## src/rtl/maquina_necesidad_param.sv

```systemverilog
// Food-need state machine with an internally owned level: timed decay, timed refill
// while feeding, and held-button lockout. Optional starvation alert: ALERTA_CRITICA_EN.
module maquina_necesidad_param #(
  parameter int LEVEL_W      = 3,
  parameter int HUNGRY_TH    = 5,
  parameter int STARVE_TH    = 2,
  parameter int DECAY_TICKS  = 50000000,
  parameter int FEED_TICKS   = 12500000,
  parameter int STARVE_LIMIT = 8
) (
  input  logic               clk,
  input  logic               reset,
  input  logic               Boton_Comida,
  output logic [LEVEL_W-1:0] Nivel_Comida,
  output logic [1:0]         Visualizacion,
  output logic               Activo_Comida,
  output logic [7:0]         Salida_Codigo,
  output logic               Alerta_Critica
);

  localparam int DW = $clog2(DECAY_TICKS);
  localparam int FW = $clog2(FEED_TICKS);
  localparam logic [LEVEL_W-1:0] LEVEL_MAX  = {LEVEL_W{1'b1}};
  localparam logic [LEVEL_W-1:0] LEVEL_ZERO = {LEVEL_W{1'b0}};
  localparam logic [LEVEL_W-1:0] LEVEL_ONE  = LEVEL_W'(32'd1);
  localparam logic [LEVEL_W-1:0] HUNGRY_LV  = LEVEL_W'(HUNGRY_TH);
  localparam logic [LEVEL_W-1:0] STARVE_LV  = LEVEL_W'(STARVE_TH);
  localparam logic [DW-1:0]      DECAY_LAST = DW'(DECAY_TICKS - 1);
  localparam logic [FW-1:0]      FEED_LAST  = FW'(FEED_TICKS - 1);

  if (!(STARVE_TH > 0 && STARVE_TH < HUNGRY_TH && HUNGRY_TH <= (2 ** LEVEL_W) - 1) ||
      LEVEL_W < 1 || LEVEL_W > 4 || DECAY_TICKS < 2 || FEED_TICKS < 2 || STARVE_LIMIT < 1) begin : g_param_check
    $error("maquina_necesidad_param: illegal parameter combination");
  end

  typedef enum logic [1:0] {
    ST_IDLE       = 2'b00,
    ST_HAMBRE     = 2'b01,
    ST_DESNUTRIDO = 2'b10,
    ST_COMIENDO   = 2'b11
  } estado_t;

  estado_t            estado_r, estado_next_s;
  logic [LEVEL_W-1:0] nivel_r, nivel_next_s;
  logic [DW-1:0]      decay_cnt_r, decay_cnt_next_s;
  logic [FW-1:0]      feed_cnt_r, feed_cnt_next_s;
  logic               lockout_r, lockout_next_s;
  logic               decay_tick_s, feed_tick_s, feed_s, lleno_exit_s;
  logic [1:0]         vis_r;
  logic               activo_r;
  logic [7:0]         codigo_r;

  function automatic estado_t clasificar(input logic [LEVEL_W-1:0] nivel);
    if (nivel < STARVE_LV) begin
      return ST_DESNUTRIDO;
    end else if (nivel < HUNGRY_LV) begin
      return ST_HAMBRE;
    end else begin
      return ST_IDLE;
    end
  endfunction

  // Timers, level arithmetic, next state and lockout.
  always_comb begin
    feed_s           = Boton_Comida & ~lockout_r;
    decay_tick_s     = 1'b0;
    feed_tick_s      = 1'b0;
    lleno_exit_s     = 1'b0;
    decay_cnt_next_s = decay_cnt_r;
    feed_cnt_next_s  = {FW{1'b0}};
    estado_next_s    = estado_r;
    nivel_next_s     = nivel_r;

    // Decay counter is frozen (not cleared) while eating; the feed counter only runs while eating.
    if (estado_r == ST_COMIENDO) begin
      if (feed_cnt_r == FEED_LAST) begin
        feed_tick_s = 1'b1;
      end else begin
        feed_cnt_next_s = feed_cnt_r + FW'(32'd1);
      end
    end else begin
      if (decay_cnt_r == DECAY_LAST) begin
        decay_tick_s     = 1'b1;
        decay_cnt_next_s = {DW{1'b0}};
      end else begin
        decay_cnt_next_s = decay_cnt_r + DW'(32'd1);
      end
    end

    if (decay_tick_s && nivel_r != LEVEL_ZERO) begin
      nivel_next_s = nivel_r - LEVEL_ONE;
    end else if (feed_tick_s && nivel_r != LEVEL_MAX) begin
      nivel_next_s = nivel_r + LEVEL_ONE;
    end else begin
      nivel_next_s = nivel_r;
    end

    case (estado_r)
      ST_IDLE: begin
        estado_next_s = clasificar(nivel_r);
      end
      ST_HAMBRE: begin
        if (feed_s) begin
          estado_next_s = ST_COMIENDO;
        end else begin
          estado_next_s = clasificar(nivel_r);
        end
      end
      ST_DESNUTRIDO: begin
        if (feed_s) begin
          estado_next_s = ST_COMIENDO;
        end else begin
          estado_next_s = ST_DESNUTRIDO;
        end
      end
      ST_COMIENDO: begin
        if (nivel_r == LEVEL_MAX) begin
          estado_next_s = ST_IDLE;
          lleno_exit_s  = 1'b1;
        end else if (!Boton_Comida) begin
          estado_next_s = clasificar(nivel_r);
        end else begin
          estado_next_s = ST_COMIENDO;
        end
      end
      default: begin
        estado_next_s = ST_IDLE;
      end
    endcase

    // A released button always drops the lockout, even on the cycle a full exit happens.
    lockout_next_s = Boton_Comida & (lockout_r | lleno_exit_s);
  end

  // State, level, timers and registered outputs.
  always_ff @(posedge clk or negedge reset) begin
    if (!reset) begin
      estado_r    <= ST_IDLE;
      nivel_r     <= LEVEL_MAX;
      decay_cnt_r <= {DW{1'b0}};
      feed_cnt_r  <= {FW{1'b0}};
      lockout_r   <= 1'b0;
      vis_r       <= 2'b00;
      activo_r    <= 1'b1;
      codigo_r    <= {2'b00, 2'b00, 4'(LEVEL_MAX)};
    end else begin
      estado_r    <= estado_next_s;
      nivel_r     <= nivel_next_s;
      decay_cnt_r <= decay_cnt_next_s;
      feed_cnt_r  <= feed_cnt_next_s;
      lockout_r   <= lockout_next_s;
      vis_r       <= estado_next_s;
      activo_r    <= (estado_next_s != ST_COMIENDO);
      codigo_r    <= {2'b00, estado_next_s, 4'(nivel_next_s)};
    end
  end

  assign Nivel_Comida  = nivel_r;
  assign Visualizacion = vis_r;
  assign Activo_Comida = activo_r;
  assign Salida_Codigo = codigo_r;

`ifdef ALERTA_CRITICA_EN
  localparam int SW = $clog2(STARVE_LIMIT + 1);
  localparam logic [SW-1:0] STARVE_LAST = SW'(STARVE_LIMIT);

  logic [SW-1:0] starve_cnt_r, starve_cnt_next_s;
  logic          alerta_r, alerta_next_s;

  // Count decay periods spent starving at zero; the alert holds until feeding starts.
  always_comb begin
    starve_cnt_next_s = {SW{1'b0}};
    alerta_next_s     = alerta_r;
    if (estado_r == ST_DESNUTRIDO && estado_next_s == ST_DESNUTRIDO) begin
      if (decay_tick_s && nivel_r == LEVEL_ZERO && starve_cnt_r != STARVE_LAST) begin
        starve_cnt_next_s = starve_cnt_r + SW'(32'd1);
      end else begin
        starve_cnt_next_s = starve_cnt_r;
      end
    end else begin
      starve_cnt_next_s = {SW{1'b0}};
    end
    if (estado_next_s == ST_COMIENDO) begin
      alerta_next_s = 1'b0;
    end else if (starve_cnt_next_s == STARVE_LAST) begin
      alerta_next_s = 1'b1;
    end else begin
      alerta_next_s = alerta_r;
    end
  end

  // Starvation counter and sticky alert register.
  always_ff @(posedge clk or negedge reset) begin
    if (!reset) begin
      starve_cnt_r <= {SW{1'b0}};
      alerta_r     <= 1'b0;
    end else begin
      starve_cnt_r <= starve_cnt_next_s;
      alerta_r     <= alerta_next_s;
    end
  end

  assign Alerta_Critica = alerta_r;
`else
  assign Alerta_Critica = 1'b0;
`endif

endmodule

```

## config.mk

```make
export PLATFORM = sky130hd
export DESIGN_NAME = maquina_necesidad_param
export DESIGN_NICKNAME = d
export VERILOG_FILES = /design/src/rtl/maquina_necesidad_param.sv
export SDC_FILE = /design/constraint.sdc
export NUM_CORES = 1
export LEC_CHECK = 0
export ABC_CLOCK_PERIOD_IN_PS = 2460
export CELL_PAD_IN_SITES_DETAIL_PLACEMENT = 0
export CELL_PAD_IN_SITES_GLOBAL_PLACEMENT = 2
export CORE_UTILIZATION = 38
export CTS_CLUSTER_SIZE = 28
export DETAILED_ROUTE_END_ITERATION = 7
export PLACE_DENSITY = 0.81
export RECOVER_POWER = 25
export SYNTH_ARGS = -nofsm -noshare
export SYNTH_HDL_FRONTEND = slang
export SYNTH_SLANG_ARGS = --single-unit
```

## constraint.sdc

```tcl
create_clock -name clk -period 2.46 [get_ports clk]
set_clock_uncertainty 0.2 [all_clocks]
set_input_delay 0.369 -clock clk [delete_from_list [all_inputs] [get_ports clk]]
set_output_delay 0.369 -clock clk [all_outputs]
set_load 0.1 [all_outputs]
```

---- After elaboration in Yosys (flattened, before gate mapping) ----
Cells that the tools add are included.
cells by class
  multiplexer cells ....................... 18
  equal/unequal tests ..................... 8
  reductions and logical operators ........ 4
  magnitude comparators ................... 2
  bitwise logic cells ..................... 4
  $add $sub $neg .......................... 4
operators by type and width
  operator                                                                       count
  24-bit two-way mux                                                             2
  26-bit by 1-bit adder with 26-bit output (second input constant)               1
  26-bit equality test (second input constant)                                   1
  26-bit two-way mux                                                             1
  24-bit by 1-bit adder with 24-bit output (second input constant)               1
  24-bit equality test (second input constant)                                   1
  1-bit two-way mux                                                              8
  2-bit two-way mux                                                              4
  2-bit one-hot mux with 4 select lines                                          1
  3-bit two-way mux                                                              2
  2-bit equality test (second input constant)                                    2
  3-bit by 1-bit adder with 3-bit output (second input constant)                 1
  3-bit equality test (second input constant)                                    1
  3-bit by 2-bit less-than comparator with 1-bit output (second input constant)  1
  3-bit less-than comparator (second input constant)                             1
  3-bit inequality test (second input constant)                                  1
  3-bit nonzero test                                                             1
  3-bit by 1-bit subtractor with 3-bit output (second input constant)            1
  1-bit AND                                                                      2
  2-bit by 1-bit equality test with 1-bit output (second input constant)         1
  1-bit logical AND                                                              2
  2-bit logical NOT                                                              1
  2-bit inequality test (second input constant)                                  1
  1-bit inverter                                                                 1
  1-bit bitwise OR                                                               1
storage, ports and cells
  output and inout port bits .............. 15
  register bits after elaboration ......... 62
  input bits .............................. 3
  logic and storage cells ................. 47

---- Logic depth before layout (Yosys ltp) ----
  depth in word-level cells ............... 7
  gate-level depth with buffers ........... 6
  mapped depth without buffers ............ 6

---- Worst setup path after synthesis ----
OpenSTA, ideal clock, no wires.
  path type ............................... register to register
  start ................................... register Visualizacion[0] (netlist name)
  end ..................................... register nivel_r[1], in the netlist Nivel_Comida[1]
  slack ................................... -0.086 ns
  cell stages (with the launch flop) ...... 6
  data arrival time ....................... 2.269 ns
  period minus slack after synthesis ...... 2.546 ns
  cells stage by stage .................... dfrtp_1 nand2_1 nand3_1 a2111oi_1 mux2_1 a21o_1
RTL lines
  what                    RTL line  RTL
  end signal: assignment  148       nivel_r <= nivel_next_s;
  end: declaration        44        logic [LEVEL_W-1:0] nivel_r, nivel_next_s;

---- Worst setup path in the final report ----
  start ................................... register feed_cnt_r[6]
  end ..................................... register nivel_r[1], in the netlist Nivel_Comida[1]
between the ends
  longest elaborated chain between the ends .. 6
ends and longest elaborated chain
  what                      RTL line  RTL
  start: declaration        46        logic [FW-1:0] feed_cnt_r, feed_cnt_next_s;
  start signal: assignment  141       feed_cnt_r <= {FW{1'b0}};
  start signal: assignment  150       feed_cnt_r <= feed_cnt_next_s;
  24-bit equality test      76        if (feed_cnt_r == FEED_LAST) begin
  1-bit two-way mux         76
  1-bit two-way mux         75        if (estado_r == ST_COMIENDO) begin
  1-bit logical AND         92        end else if (feed_tick_s && nivel_r != LEVEL_MAX) begin
  3-bit two-way mux         92
  3-bit two-way mux         90        if (decay_tick_s && nivel_r != LEVEL_ZERO) begin
Every way passes these cells.
A chain may end at the register's enable or synchronous reset.

==> impl_results.md <==
- Top_reg_cell synth: dfrtp_1
- Port bufs: 13
- Placed cell areas: 3170 sq um
- Required time worst endpoint: 2.52 ns
- Die Ht: 90 microns
- Crit Path Category: reg2reg
- TritonRoute pass-1 iters: 4
- Cell Int Power: 1.52 mW
- First-pass GRT wire length: 10100 microns
- Comb power frac: 10.1%
- Drt initial violations: 74
- # nets final: 331
- EDFF count, synth: 0
- Reg clk slew, reported paths: 0.07 ns
- Outcome: complete, no violations
- HP Class: reg2reg
- Pwr Density: 621 nW/um^2
- DRC: 0
- Clk network pwr share: 39.6%
- Synthesized cell area: 2940 sq um
- Die width: 90 microns
- Final period util: 93.3%
- CP endpoint kind: register
- # Post-CTS Setup Buffers: 0
- Vias in the first global route: 2093
- Routed vias: 2070
- RSZ-0062 raised after global routing: false
- Least-Margin Pin Slew: 1.33 ns
- IO Count: 18
- Core box area: 7370 sq um
- DR WL/cell: 13.3 microns
- Yosys warnings: 0
- R2R depth: 5
- Antenna violations before repair: 0
- Final Hold Vio Count: 0
- Routability Congestion: 0.788
- H-tree levels: 3
- TritonCTS Buffers: 9
- Total clock sinks: 57
- Starting density of the core: 39.9%
- Final Slew Violations: 0
- Post-Syn Instances: 300
- Fin crit period: 2.30 ns
- Post-synthesis async set-or-reset flop share: 100%
- Flop-to-flop setup slack: 0.16 ns
- Max_slew headroom: 11.6%
- CTS tree: done
- Largest net degree at the start of global routing: 37
- Syn avg cell area: 9.81 sq um
- Crit-path max FO: 6
- Total wire length: 5650 microns
- Area grow syn2layout: 14.2%
- Most common cell after layout, fill and taps aside: dfrtp_1
- Sequential fraction of the synthesis area: 48.6%
- Hold slack: 0.297 ns
- Lkg Pwr: 1.48 nW
- Die ar.: 8100 sq um
- Total negative slack: 0 ns
- Most frequent cells in the layout: 52 x dfrtp_1, 44 x nor2_1, 27 x xor2_1
- Net Sw Frac: 27.1%
- Bufs on Longest Clock Path: 2
- Final count of negative-setup-slack endpoints: 0
- Synth unique cells: 41
- Register bit count reported by yosys: 57
- Setup crit start kind: register
- GRT Resource Usage Total: 15.6%
- Max-cap violations: 0
- ANT cells: 0
- Vias per cell: 4.87
- Fmax: 436 MHz
- VDD IR max: 0.313 mV
- Final ANT Viol Nets: 0
- CP Data Arrival Time: 2.36 ns
- Post-route cell area: 3360 sq um
- Share of layout cells above drive strength 1: 13.5%
- WHS Path Cells: 1
- Grt ovf: 0
- Worst skew pair latency: 0.33 ns
- Reg power frac: 50.3%
- Rows: 31
- Post-DP HPWL: 3900 microns
- Psw: 567 uW
- Clock root cell: clkbuf_8
-- final timing paths --
kind	from	endpoint
max in group asynchronous	reset	Nivel_Comida[1]
hold / removal	decay_cnt_r[24]	decay_cnt_r[24]
min in group asynchronous	reset	decay_cnt_r[15]
setup / recovery	feed_cnt_r[6]	Nivel_Comida[1]
hold reg to reg	decay_cnt_r[24]	decay_cnt_r[24]
setup reg to reg	feed_cnt_r[6]	Nivel_Comida[1]
-- metrics by stage --
stage	utilization [%]	std cells	worst slack, ns	power (mW)
2_1_floorplan	-	303	0.209	1.22
3_3_place_gp	43.1	409	0.193	1.28
3_5_place_dp	43.1	409	0.160	1.28
4_1_cts	45.7	425	0.155	2.13
5_1_grt	45.6	425	0.0470	2.20
6_report	45.6	425	0.164	2.09
-- flip-flops by register name (all words and copies together) (netlist names) --
name / flops
Activo_Comida: 1
feed_cnt_r: 24
Visualizacion: 1
Nivel_Comida: 2
Salida_Codigo: 2
decay_cnt_r: 26
lockout_r: 1
-- worst max-delay path, stage by stage (launching register included) --
cell     delay, ns
dfrtp_1       0.44
or4_1         0.52
or4_4         0.55
nor4_4        0.23
nor2_2        0.09
a21o_1        0.20
-- power by group through the flow --
| stage | combinational, mW | sequential (mW) | clock (mW) |
|---|---|---|---|
| 6_report | 0.211 | 1.05 | 0.828 |
| 3_3_place_gp | 0.212 | 1.07 | 0 |
| 3_5_place_dp | 0.216 | 1.07 | 0 |
| 5_1_grt | 0.242 | 1.06 | 0.904 |
| 2_1_floorplan | 0.144 | 1.07 | 0 |
| 4_1_cts | 0.217 | 1.05 | 0.862 |
-- cell type report --
class | count | area, sq um
flip-flops and latches | 57 | 1430
multi-input cells | 224 | 1400
inverters | 7 | 26.3
well taps | 99 | 124
repair buffers | 23 | 195
fillers | 710 | 4010
clock buffers | 9 | 124
clock inverters | 6 | 60.1
-- Yosys cell counts (all sizes together) (8+ instances only) --
cell | number | area [sq um]
dfrtp | 53 | 1330
nor2 | 45 | 171
xor2 | 27 | 236
nand3 | 23 | 115
nand2 | 19 | 71.3
nand4 | 16 | 100
xnor2 | 15 | 131
buf | 11 | 82.6
o21ai | 11 | 58.8
and3 | 9 | 56.3
and4 | 8 | 70.1
nor3 | 8 | 40.0
-- per-layer routing --
layer  routed length, microns  vias to the layer above  GRT usage (%)
met4                       60                        0           5.24
met5                        0                        -              0
met2                     2730                       14           25.1
met3                      135                        6           4.82
met1                     2720                      979           19.9
li1                         -                     1071              -
-- cells by family after synthesis --
family	count (synthesis)	share of synthesized area, %
compound gates	22	4.55
xor+xnor	42	12.5
fa+ha+maj	6	2.55
buf+inv	22	4.21
flops	57	48.6
mux	3	1.06
other cells	1	0.127
simple gates	147	26.4
-- repair_timing --
action	in CTS	in global routing
hold buffers	1	0
hold endpoints to repair	20	0
setup endpoints to repair	0	0
resized for setup	0	0
No activity file was read; power rests on OpenSTA's default activity.
